[config.mk]
export PLATFORM = sky130hd
export DESIGN_NAME = nios_system_keys_in
export DESIGN_NICKNAME = d
export VERILOG_FILES = /design/src/rtl/nios_system_pio_pkg.sv /design/src/rtl/nios_system_pio_debounce.sv /design/src/rtl/nios_system_keys_in.sv
export SDC_FILE = /design/constraint.sdc
export NUM_CORES = 1
export LEC_CHECK = 0
export ABC_AREA = 0
export BUFFER_PORTS_ARGS = -buffer_cell sky130_fd_sc_hd__buf_4
export CORE_AREA = 2 2 76 42
export CTS_CLUSTER_DIAMETER = 120
export DETAILED_ROUTE_END_ITERATION = 12
export DIE_AREA = 0 0 78 44
export GPL_ROUTABILITY_DRIVEN = 1
export HOLD_SLACK_MARGIN = 0.06
export PLACE_DENSITY_LB_ADDON = 0.2
export SYNTH_ARGS = -nofsm -noshare
export SYNTH_HDL_FRONTEND = slang
export SYNTH_SLANG_ARGS = --single-unit
[constraint.sdc]
create_clock -name clk -period 1.3 [get_ports clk]
set_input_delay 0.13 -clock clk [delete_from_list [all_inputs] [get_ports clk]]
set_output_delay 0.13 -clock clk [all_outputs]
set_load 0.03 [all_outputs]
[src/rtl/nios_system_pio_pkg.sv]
// Shared constants for the Nios II parallel-input (keys/switches) port:
// Avalon word addresses and edge-capture modes.
package nios_system_pio_pkg;

  localparam logic [1:0] PIO_ADDR_DATA = 2'd0;
  localparam logic [1:0] PIO_ADDR_MASK = 2'd2;
  localparam logic [1:0] PIO_ADDR_EDGE = 2'd3;

  localparam int EDGE_RISE = 0;
  localparam int EDGE_FALL = 1;
  localparam int EDGE_ANY  = 2;

endpackage

[src/rtl/nios_system_pio_debounce.sv]
// Input conditioning for the keys port: 2-flop synchronizer and, when
// KEYS_IN_DEBOUNCE_EN is defined, a shared stability counter in front of in_val.
module nios_system_pio_debounce
  import nios_system_pio_pkg::*;
#(
  parameter int   WIDTH           = 4,
  parameter logic IDLE_LEVEL      = 1'b1,
  parameter int   DEBOUNCE_CYCLES = 50000
) (
  input  logic             clk,
  input  logic             reset_n,
  input  logic [WIDTH-1:0] in_port,
  output logic [WIDTH-1:0] in_val,
  output logic [WIDTH-1:0] in_val_next
);

  logic [WIDTH-1:0] sync1_r;
  logic [WIDTH-1:0] sync2_r;
  logic [WIDTH-1:0] in_val_r;
  logic [WIDTH-1:0] in_val_next_s;
  logic             unused_cfg_s;

  assign unused_cfg_s = (DEBOUNCE_CYCLES > 0);

  // Two-flop synchronizer, preset to the idle level so reset creates no edge
  always_ff @(posedge clk or negedge reset_n) begin
    if (!reset_n) begin
      sync1_r <= {WIDTH{IDLE_LEVEL}};
      sync2_r <= {WIDTH{IDLE_LEVEL}};
    end else begin
      sync1_r <= in_port;
      sync2_r <= sync1_r;
    end
  end

`ifdef KEYS_IN_DEBOUNCE_EN
  localparam int              CNT_W    = $clog2(DEBOUNCE_CYCLES + 1);
  localparam logic [CNT_W-1:0] CNT_MAX  = CNT_W'(DEBOUNCE_CYCLES);
  localparam logic [CNT_W-1:0] CNT_LOAD = CNT_W'(DEBOUNCE_CYCLES - 1);

  logic [CNT_W-1:0] cnt_r;
  logic             changing_s;

  // sync1 != sync2 means sync2 takes a new value on this edge; restarting the
  // count here makes in_val move exactly DEBOUNCE_CYCLES edges after sync2 does
  assign changing_s = (sync1_r != sync2_r);

  // Shared stability counter, saturating at DEBOUNCE_CYCLES
  always_ff @(posedge clk or negedge reset_n) begin
    if (!reset_n) begin
      cnt_r <= {CNT_W{1'b0}};
    end else if (changing_s) begin
      cnt_r <= {CNT_W{1'b0}};
    end else if (cnt_r != CNT_MAX) begin
      cnt_r <= cnt_r + 1'b1;
    end else begin
      cnt_r <= cnt_r;
    end
  end

  // Accept sync2 once it has been stable long enough
  always_comb begin
    in_val_next_s = in_val_r;
    if (!changing_s && (cnt_r == CNT_LOAD)) begin
      in_val_next_s = sync2_r;
    end else begin
      in_val_next_s = in_val_r;
    end
  end
`else
  // Without filtering in_val simply follows sync2 one cycle later
  always_comb begin
    in_val_next_s = sync2_r;
  end
`endif

  // Filtered input register
  always_ff @(posedge clk or negedge reset_n) begin
    if (!reset_n) begin
      in_val_r <= {WIDTH{IDLE_LEVEL}};
    end else begin
      in_val_r <= in_val_next_s;
    end
  end

  assign in_val      = in_val_r;
  assign in_val_next = in_val_next_s;

endmodule

[src/rtl/nios_system_keys_in.sv]
// Avalon-MM keys/switches input port with edge capture and level irq.
// Optional input debounce is enabled by defining KEYS_IN_DEBOUNCE_EN.
module nios_system_keys_in
  import nios_system_pio_pkg::*;
#(
  parameter int   WIDTH           = 4,
  parameter int   EDGE_MODE       = 1,
  parameter logic IDLE_LEVEL      = 1'b1,
  parameter int   DEBOUNCE_CYCLES = 50000
) (
  input  logic             clk,
  input  logic             reset_n,
  input  logic [1:0]       address,
  input  logic             chipselect,
  input  logic             write_n,
  input  logic [31:0]      writedata,
  output logic [31:0]      readdata,
  input  logic [WIDTH-1:0] in_port,
  output logic             irq
);

  logic [WIDTH-1:0] in_val_s;
  logic [WIDTH-1:0] in_val_next_s;
  logic [WIDTH-1:0] edge_s;
  logic [WIDTH-1:0] cap_clr_s;
  logic [WIDTH-1:0] mask_r;
  logic [WIDTH-1:0] cap_r;
  logic             irq_r;
  logic             wr_s;
  logic             unused_wdata_s;

  nios_system_pio_debounce #(
    .WIDTH           (WIDTH),
    .IDLE_LEVEL      (IDLE_LEVEL),
    .DEBOUNCE_CYCLES (DEBOUNCE_CYCLES)
  ) u_debounce (
    .clk         (clk),
    .reset_n     (reset_n),
    .in_port     (in_port),
    .in_val      (in_val_s),
    .in_val_next (in_val_next_s)
  );

  assign wr_s           = chipselect && !write_n;
  assign unused_wdata_s = &{1'b0, writedata};
  assign cap_clr_s      = (wr_s && (address == PIO_ADDR_EDGE)) ? writedata[WIDTH-1:0]
                                                               : {WIDTH{1'b0}};

  // Edge detect against the value about to load, so capture lands with in_val
  always_comb begin
    edge_s = {WIDTH{1'b0}};
    case (EDGE_MODE)
      EDGE_RISE: edge_s = in_val_next_s & ~in_val_s;
      EDGE_FALL: edge_s = ~in_val_next_s & in_val_s;
      EDGE_ANY:  edge_s = in_val_next_s ^ in_val_s;
      default:   edge_s = {WIDTH{1'b0}};
    endcase
  end

  // Interrupt mask register
  always_ff @(posedge clk or negedge reset_n) begin
    if (!reset_n) begin
      mask_r <= {WIDTH{1'b0}};
    end else if (wr_s && (address == PIO_ADDR_MASK)) begin
      mask_r <= writedata[WIDTH-1:0];
    end else begin
      mask_r <= mask_r;
    end
  end

  // Edge capture, write-1-to-clear; a new edge outranks a same-cycle clear
  always_ff @(posedge clk or negedge reset_n) begin
    if (!reset_n) begin
      cap_r <= {WIDTH{1'b0}};
    end else begin
      cap_r <= (cap_r & ~cap_clr_s) | edge_s;
    end
  end

  // Registered level interrupt
  always_ff @(posedge clk or negedge reset_n) begin
    if (!reset_n) begin
      irq_r <= 1'b0;
    end else begin
      irq_r <= |(cap_r & mask_r);
    end
  end

  assign irq = irq_r;

  // Zero-wait-state read mux
  always_comb begin
    readdata = 32'd0;
    case (address)
      PIO_ADDR_DATA: readdata[WIDTH-1:0] = in_val_s;
      PIO_ADDR_MASK: readdata[WIDTH-1:0] = mask_r;
      PIO_ADDR_EDGE: readdata[WIDTH-1:0] = cap_r;
      default:       readdata = 32'd0;
    endcase
  end

endmodule
==> results, run 1 <==
- The region available for standard cell placement spans 2800 sq um.
- The number of antenna diodes in the final layout is 0.
- The mean number of vias per cell is approximately 3.8.
- In this run the vertical extent of the chip is 44 um.
- Yosys printed 0 warnings.
- The checks that failed: setup timing.
- The slack of the worst reg-to-reg path is ~300 ps.
- The clock root buffer is sky130_fd_sc_hd__clkbuf_8.
- For this run, the register share of the synthesized area comes to about half.
- The post-layout instance count excluding filler cells is 161.
- The maximum clock skew at final layout is approximately 1.3 ps.
- The number of global-route vias before repair is 582.
- Leaving out fill and tap cells, the most frequent cell in the layout is sky130_fd_sc_hd__conb_1.
- After technology mapping, the gate count stands at 85.
- CTS built an H-tree with a depth of 1.
- The width of the die is slightly below 80 um.
- The die covers roughly 3400 sq um.
- The post-placement cell count is between 100 and 150.
- For this run, design rule violations remaining after detail routing come to 0.
- Across the run, the number of max-cap violations was 0.
- The post-route minimum period is between 1000 and 1500 ps.
- Counting instances, the worst hold path has a depth of 2.
- The delay of the slowest cell on the worst path is roughly 380 ps.
- The initial antenna violation count came to 0.
- Of the available clock period, the critical path in the final layout requires 108%.
- The wire length of the first global-routing pass is approximately 2.7 mm.
- The total overflow left after global routing is 0.
- After synthesis the netlist holds a flip-flop and latch count of 21.
- The sequential cell area is around 540 sq um.
- Cell internal power was estimated by the tool at approximately 1.1 mW.
- The count of buffering cells on the critical path with inverters included is 1.
- Summing every instance area after synthesis gives approximately 1000 sq um.
- The signed area change from the synthesized netlist to the final layout is 26.2%.
- The reported leakage power is a little under 0.7 nW.
- The share of layout cells above drive strength 1 is between 40% and 50%.
- The first routing iteration left 12 violations.
- The number of detailed-routing iterations run before antenna repair is 4.
- Routability-driven placement finished with a final weighted congestion of slightly above 0.7.
- The data required time at the worst endpoint is about 1200 ps.
- In the layout the commonest cells are sky130_fd_sc_hd__conb_1, sky130_fd_sc_hd__buf_4, sky130_fd_sc_hd__dfstp_2.
- The cell count of the worst reg-to-reg path is 3.
- The worst setup path is captured at a primary output.
- In the final routed layout, each cell accounts on average for approximately 11 um.
- Entering global routing, the biggest net connects 22 pins.
- The total area of multi-input combinational cells is 369 sq um.
- The number of placement rows is 14.
- The number of hold violations in the final report is 0.
- For the worst-skew pair, the clock arrives at the later sink with an insertion delay of ~260 ps.
- The worst min-delay path endpoint is mask_r[3].
- The final number of max-transition violations is 0.
- Net switching is between 20 and 30% of the power.
- The worst register-to-register path begins at mask_r[0].
- At the end of the flow, the number of nets in the layout was around 160.
- In this run the worst path has a maximum fanout of 2.
- The clock tree from TritonCTS is done.
- Setup repair after global routing could not meet its margin everywhere.
- The synthesized netlist contains 17 unique library cells.
- The number of ports placed on the die boundary is 75.
- The clock network power share is 26.1%.
- At the worst endpoint, the arrival time is about 1300 ps.
- The number of clock sinks seen by CTS is 21.
- The via total after detailed routing is 618.
- Counting the fill cells in the layout gives between 200 and 300.
- The mean cell area of the mapped netlist is ~12 sq um.
- The upper clock frequency limit is ~0.71 GHz.
- The overall routed net length is 1.70 mm.
- The global-route total usage across every layer is 11.0%.
- Walking the worst path, the cells encountered are mux2_4 > a22o_1 > buf_6.
- Dividing total power by cell area gives a power density of approximately 1200 nW/um^2.
- In this run the most critical hold path is launched from writedata[3].
- The terminus of the critical flop-to-flop path is mask_r[0].
- Combinational logic burns a little over a quarter of the power.
- The flow ran to the end, but the final reports show violations.
- Across all setup checks in the final design, the least slack found is -106 ps.
- Among cell families on the critical path, the largest total delay comes from flip-flops.
- Counting the buffers created by CTS gives 3.
- The peak ir drop on the vdd network is approximately 0.00051 V.
- For this design the total switching power over the nets is 475 uW.
- The maximum clock insertion buffer count is 2.
- Setup violations remaining at the end of the flow were counted as 4.
- After clock tree synthesis, the clock-pin slew on the worst setup and hold paths is ~70 ps.
- The highest-delay cell along the critical path is sky130_fd_sc_hd__dfrtp_1.
- By startpoint and endpoint, the worst setup path is classified as reg2out.
- STA classifies the critical path startpoint as a flop.
- Once detail routing completed, the nets flagged for antenna violations numbered 0.
- Input and output buffers added on the ports amount to 18.
- The initial utilization of the core area, before any placement, comes to a little under two fifths.
- The type of the most critical hold path is in2reg.
- The setup slack at placement is around 110 ps.
- The sequential power share is 46.5%.
## registers in the layout (all words and copies together), names as in the netlist
signal / cells
u_debounce.in_val_next: 4
cap_r: 4
u_debounce.in_val: 4
irq: 1
mask_r: 4
u_debounce.sync1_r: 4
## through the flow
stage	TNS [ps]	utilization, %	hold WS [ps]	instance area [sq um]	power, mW
after global placement	0	39.9	23.2	1120	1.11
final	-301	47.1	103	1320	1.62
after floorplan	0	-	-166	1150	1.08
after global routing	-462	47.1	92.8	1320	1.71
after detailed placement	0	39.9	28.0	1120	1.11
after CTS	-390	46.3	96.3	1300	1.63
## worst max-delay path by stage
stage	slack, ps	endpoint	cells after the start	startpoint
3_3_place_gp	110	readdata[1]	3	mask_r[1]
3_5_place_dp	110	readdata[1]	3	mask_r[1]
5_1_grt	-150	readdata[1]	3	mask_r[1]
2_1_floorplan	170	readdata[1]	2	cap_r[1]
6_report	-110	readdata[1]	3	mask_r[1]
4_1_cts	-110	readdata[1]	3	mask_r[1]
## synth_stat cells
master                     number  area share (%)
sky130_fd_sc_hd__dfrtp_1        9              22
sky130_fd_sc_hd__nand2b_1       4             2.4
sky130_fd_sc_hd__and4bb_4       1             1.6
sky130_fd_sc_hd__o221ai_1       4             3.4
sky130_fd_sc_hd__nand2_1        1            0.36
sky130_fd_sc_hd__conb_1         1            0.36
sky130_fd_sc_hd__buf_4         28              20
sky130_fd_sc_hd__and4b_1        1            0.96
sky130_fd_sc_hd__mux2_2         3             3.2
sky130_fd_sc_hd__nor2_1         1            0.36
sky130_fd_sc_hd__dfstp_2       12              30
sky130_fd_sc_hd__a22oi_1        2             1.4
sky130_fd_sc_hd__inv_1          8             2.9
sky130_fd_sc_hd__buf_6          1             1.1
sky130_fd_sc_hd__mux2_4         4             5.7
sky130_fd_sc_hd__mux2_1         1             1.1
sky130_fd_sc_hd__a22o_1         4             3.4
## metal layers
metal / track usage (%) / part of all wire [%] / vias to the layer above
met2: 15.9 / 43 / 24
met1: 14.7 / 49 / 292
li1: - / - / 300
met4: 3.16 / 0.77 / 0
met5: 0 / 0 / -
met3: 5.42 / 6.7 / 2
## power groups by stage
stage | clock (mW) | sequential (mW) | combinational [mW]
after CTS | 0.444 | 0.752 | 0.433
after detailed placement | 0 | 0.774 | 0.339
after floorplan | 0 | 0.771 | 0.309
final | 0.422 | 0.752 | 0.444
after global routing | 0.479 | 0.757 | 0.472
after global placement | 0 | 0.773 | 0.338
## cell families after synthesis
family,share of synthesized area (%)
buf+inv,24.1
flops,51.7
simple gates,5.63
compound gates,8.14
other cells,0.359
mux,10.1
## what timing repair did
action,CTS,global route
hold buffers,5,0
hold endpoints to repair,25,0
setup buffers,7,3
pin swaps,4,3
gates resized for setup,8,0
endpoints found under the setup margin,4,4
## area by class of cell
cell class | count | share of cell area (%)
inverter | 8 | 2.28
tap | 40 | 3.80
sequential | 21 | 41.0
timing repair buffer | 34 | 21.4
clock inverter | 1 | 0.380
clock buffer | 3 | 3.13
multi-input combinational | 54 | 28.0
(Power assumes the default switching activity.)
==> inputs of run 2 (changes only) <==
Settings changed: TNS_END_PERCENT from default to 10.
==> results, run 2 (synthesis gave the netlist of run 1 again) <==
- TritonCTS built the clock tree.
- The number of global-route vias before repair is about 560.
- The number of nets in the final layout is 160.
- The initial antenna violation count came to 0.
- The tool flagged a number of max-cap violations equal to 0.
- The first TritonRoute pass finished after 2 iterations.
- The reported leakage power is about 0.64 nW.
- The final critical path takes up 109% of the cycle.
- The total power per unit cell area is 1240 nW/um^2.
- The worst path in the final design needs a cycle of approximately 1400 ps, including I/O delays and setup.
- The signed area change from the synthesized netlist to the final layout is 22.6%.
- Leaving out fill and tap cells, the most frequent cell in the layout is sky130_fd_sc_hd__conb_1.
- For this block, the initial DRC count from the detailed router was 16.
- Port buffering added 18 buffers.
- For this configuration, the core starts out at a cell density of around 37%.
- The first global-routing pass estimated ~2.7 mm of wire.
- The final total power is 1.59 mW.
- The sum of overflow across all layers after global routing is 0.
- In this run the horizontal extent of the chip is a little under 80 um.
- The number of clock sinks seen by CTS is 21.
- CTS built an H-tree with a depth of 1.
- The tree is rooted in a sky130_fd_sc_hd__clkbuf_8.
- The overall die height is approximately 44 um.
- The maximum fanout along the worst path is 2.
- In the final routed layout, each cell accounts on average for ~11 um.
- The data required time at the worst endpoint is roughly 1200 ps.
- The maximum clock insertion buffer count is 2.
- The detailed router placed between 600 and 700 vias in this run.
- The worst setup path is captured at a primary output.
- The upper clock frequency limit is 0.708 GHz.
- Excluding fillers, the count of instances in the completed layout stands at about 160.
- The overall die area is roughly 3400 sq um.
- The final number of max-transition violations is 0.
- For the worst setup path, the data arrival time is roughly 1300 ps.
- The type of the most critical hold path is in2reg.
- The detail route stage leaves a number of antenna-violating nets equal to 0.
- The kind of launch point of the worst setup path is a flop.
- The weighted congestion at the end of routability-driven global placement is around 0.71.
- Clock latency on the worst-skew pair, taken at its later pin, is approximately 260 ps.
- The region available for standard cell placement spans 2800 sq um.
- Across the routed clock network, the largest skew measured is roughly 0.94 ps.
- For this run, the share of the core covered by cells in the final layout is 45.7%.
- The total CTS buffers is 3.
- Setup violations remaining at the end of the flow were counted as 4.
- The number of diodes added for antenna fixing is 0.
- The mean number of vias per cell is between 3 and 4.
- The number of hold violations in the final report is 0.
- The setup slack at placement is roughly 110 ps.
- The initialized floorplan defines 14 standard-cell rows.
- The type of the worst setup path is reg2out.
- After routing, the total negative slack on setup checks comes to -367 ps.
- The overall routed net length is 1.68 mm.
- The flow ran to the end, but the final reports show violations.
- Entering global routing, the biggest net connects 22 pins.
- During I/O placement, the number of pins put on the boundary was 75.
- The final reports fail on setup timing.
- The top cell types in the final layout, fill and taps aside, are sky130_fd_sc_hd__conb_1, sky130_fd_sc_hd__buf_4, sky130_fd_sc_hd__dfstp_2.
- The share of layout cells above drive strength 1 is a little over two fifths.
- VDD sags by at most about 0.00051 V.
- The global-route total usage across every layer is approximately 11%.
- Setup repair after global routing could not meet its margin everywhere.
- The least setup slack across all paths after layout is -112 ps.
- Clock-pin slew was measured on the worst setup and hold paths at roughly 70 ps.
- The post-placement cell count is 142.
- The DRC violation count after routing is 0.
==> run 2: changes by cell type in the layout (fill, tap and decap cells not counted), sizes merged <==
cell / previous run / this run
buf: 29 / 25
==> run 2: area by class of cell <==
cell class | instances | area [sq um]
flip-flops and latches | 21 | 541
inverters | 8 | 30.0
clock buffers | 3 | 41.3
fillers | 277 | 1520
repair buffers | 30 | 253
clock inverters | 1 | 5.00
well taps | 40 | 50.0
multi-input cells | 54 | 362
==> run 2: stage by stage <==
stage	hold slack [ps]	instance area, sq um
after detailed placement	28.0	1120
after global routing	92.8	1280
after global placement	23.2	1120
after floorplan	-166	1150
final	99.3	1280
after CTS	96.3	1270
==> run 2: power by group <==
| part | switching, mW | total (mW) | internal [mW] | leakage (nW) |
|---|---|---|---|---|
| logic | 0.227 | 0.402 | 0.175 | 0.399 |
| registers | 0.0342 | 0.758 | 0.724 | 0.220 |
| clock network | 0.212 | 0.426 | 0.214 | 0.0255 |
| total | 0.473 | 1.59 | 1.11 | 0.644 |
==> run 2: critical path, stage by stage, from the launching register on <==
cell and delay, ps:
sky130_fd_sc_hd__dfrtp_1 380, sky130_fd_sc_hd__mux2_4 270, sky130_fd_sc_hd__a22o_1 220, sky130_fd_sc_hd__buf_6 140
==> run 2: timing repair <==
item	in CTS	in global routing
gates resized for setup	5	1
pin swaps	1	0
endpoints found under the setup margin	4	4
buffers inserted	5	1
hold endpoints to repair	25	0
hold buffers	5	0
==> run 2: path summary, 6_finish.rpt <==
kind | depth (start not counted) | from | slack [ps] | to
setup / recovery | 3 | mask_r[1] | -110 | readdata[1]
hold / removal | 2 | writedata[3] | 100 | mask_r[3]
setup reg to reg | 4 | cap_r[1] | 350 | irq
hold reg to reg | 0 | u_debounce.sync1_r[0] | 360 | u_debounce.in_val_next[0]
max in group asynchronous | 2 | reset_n | 750 | u_debounce.in_val[3]
min in group asynchronous | 2 | reset_n | 280 | cap_r[1]
==> run 2: per-layer routing <==
metal	wire length (um)	share of wire, %	GRT usage (%)	vias up
li1	-	-	-	290
met1	819	49	14.5	289
met2	724	43	15.2	24
met3	119	7.1	5.42	2
met4	19	1.1	3.16	0
met5	0	0	0	-
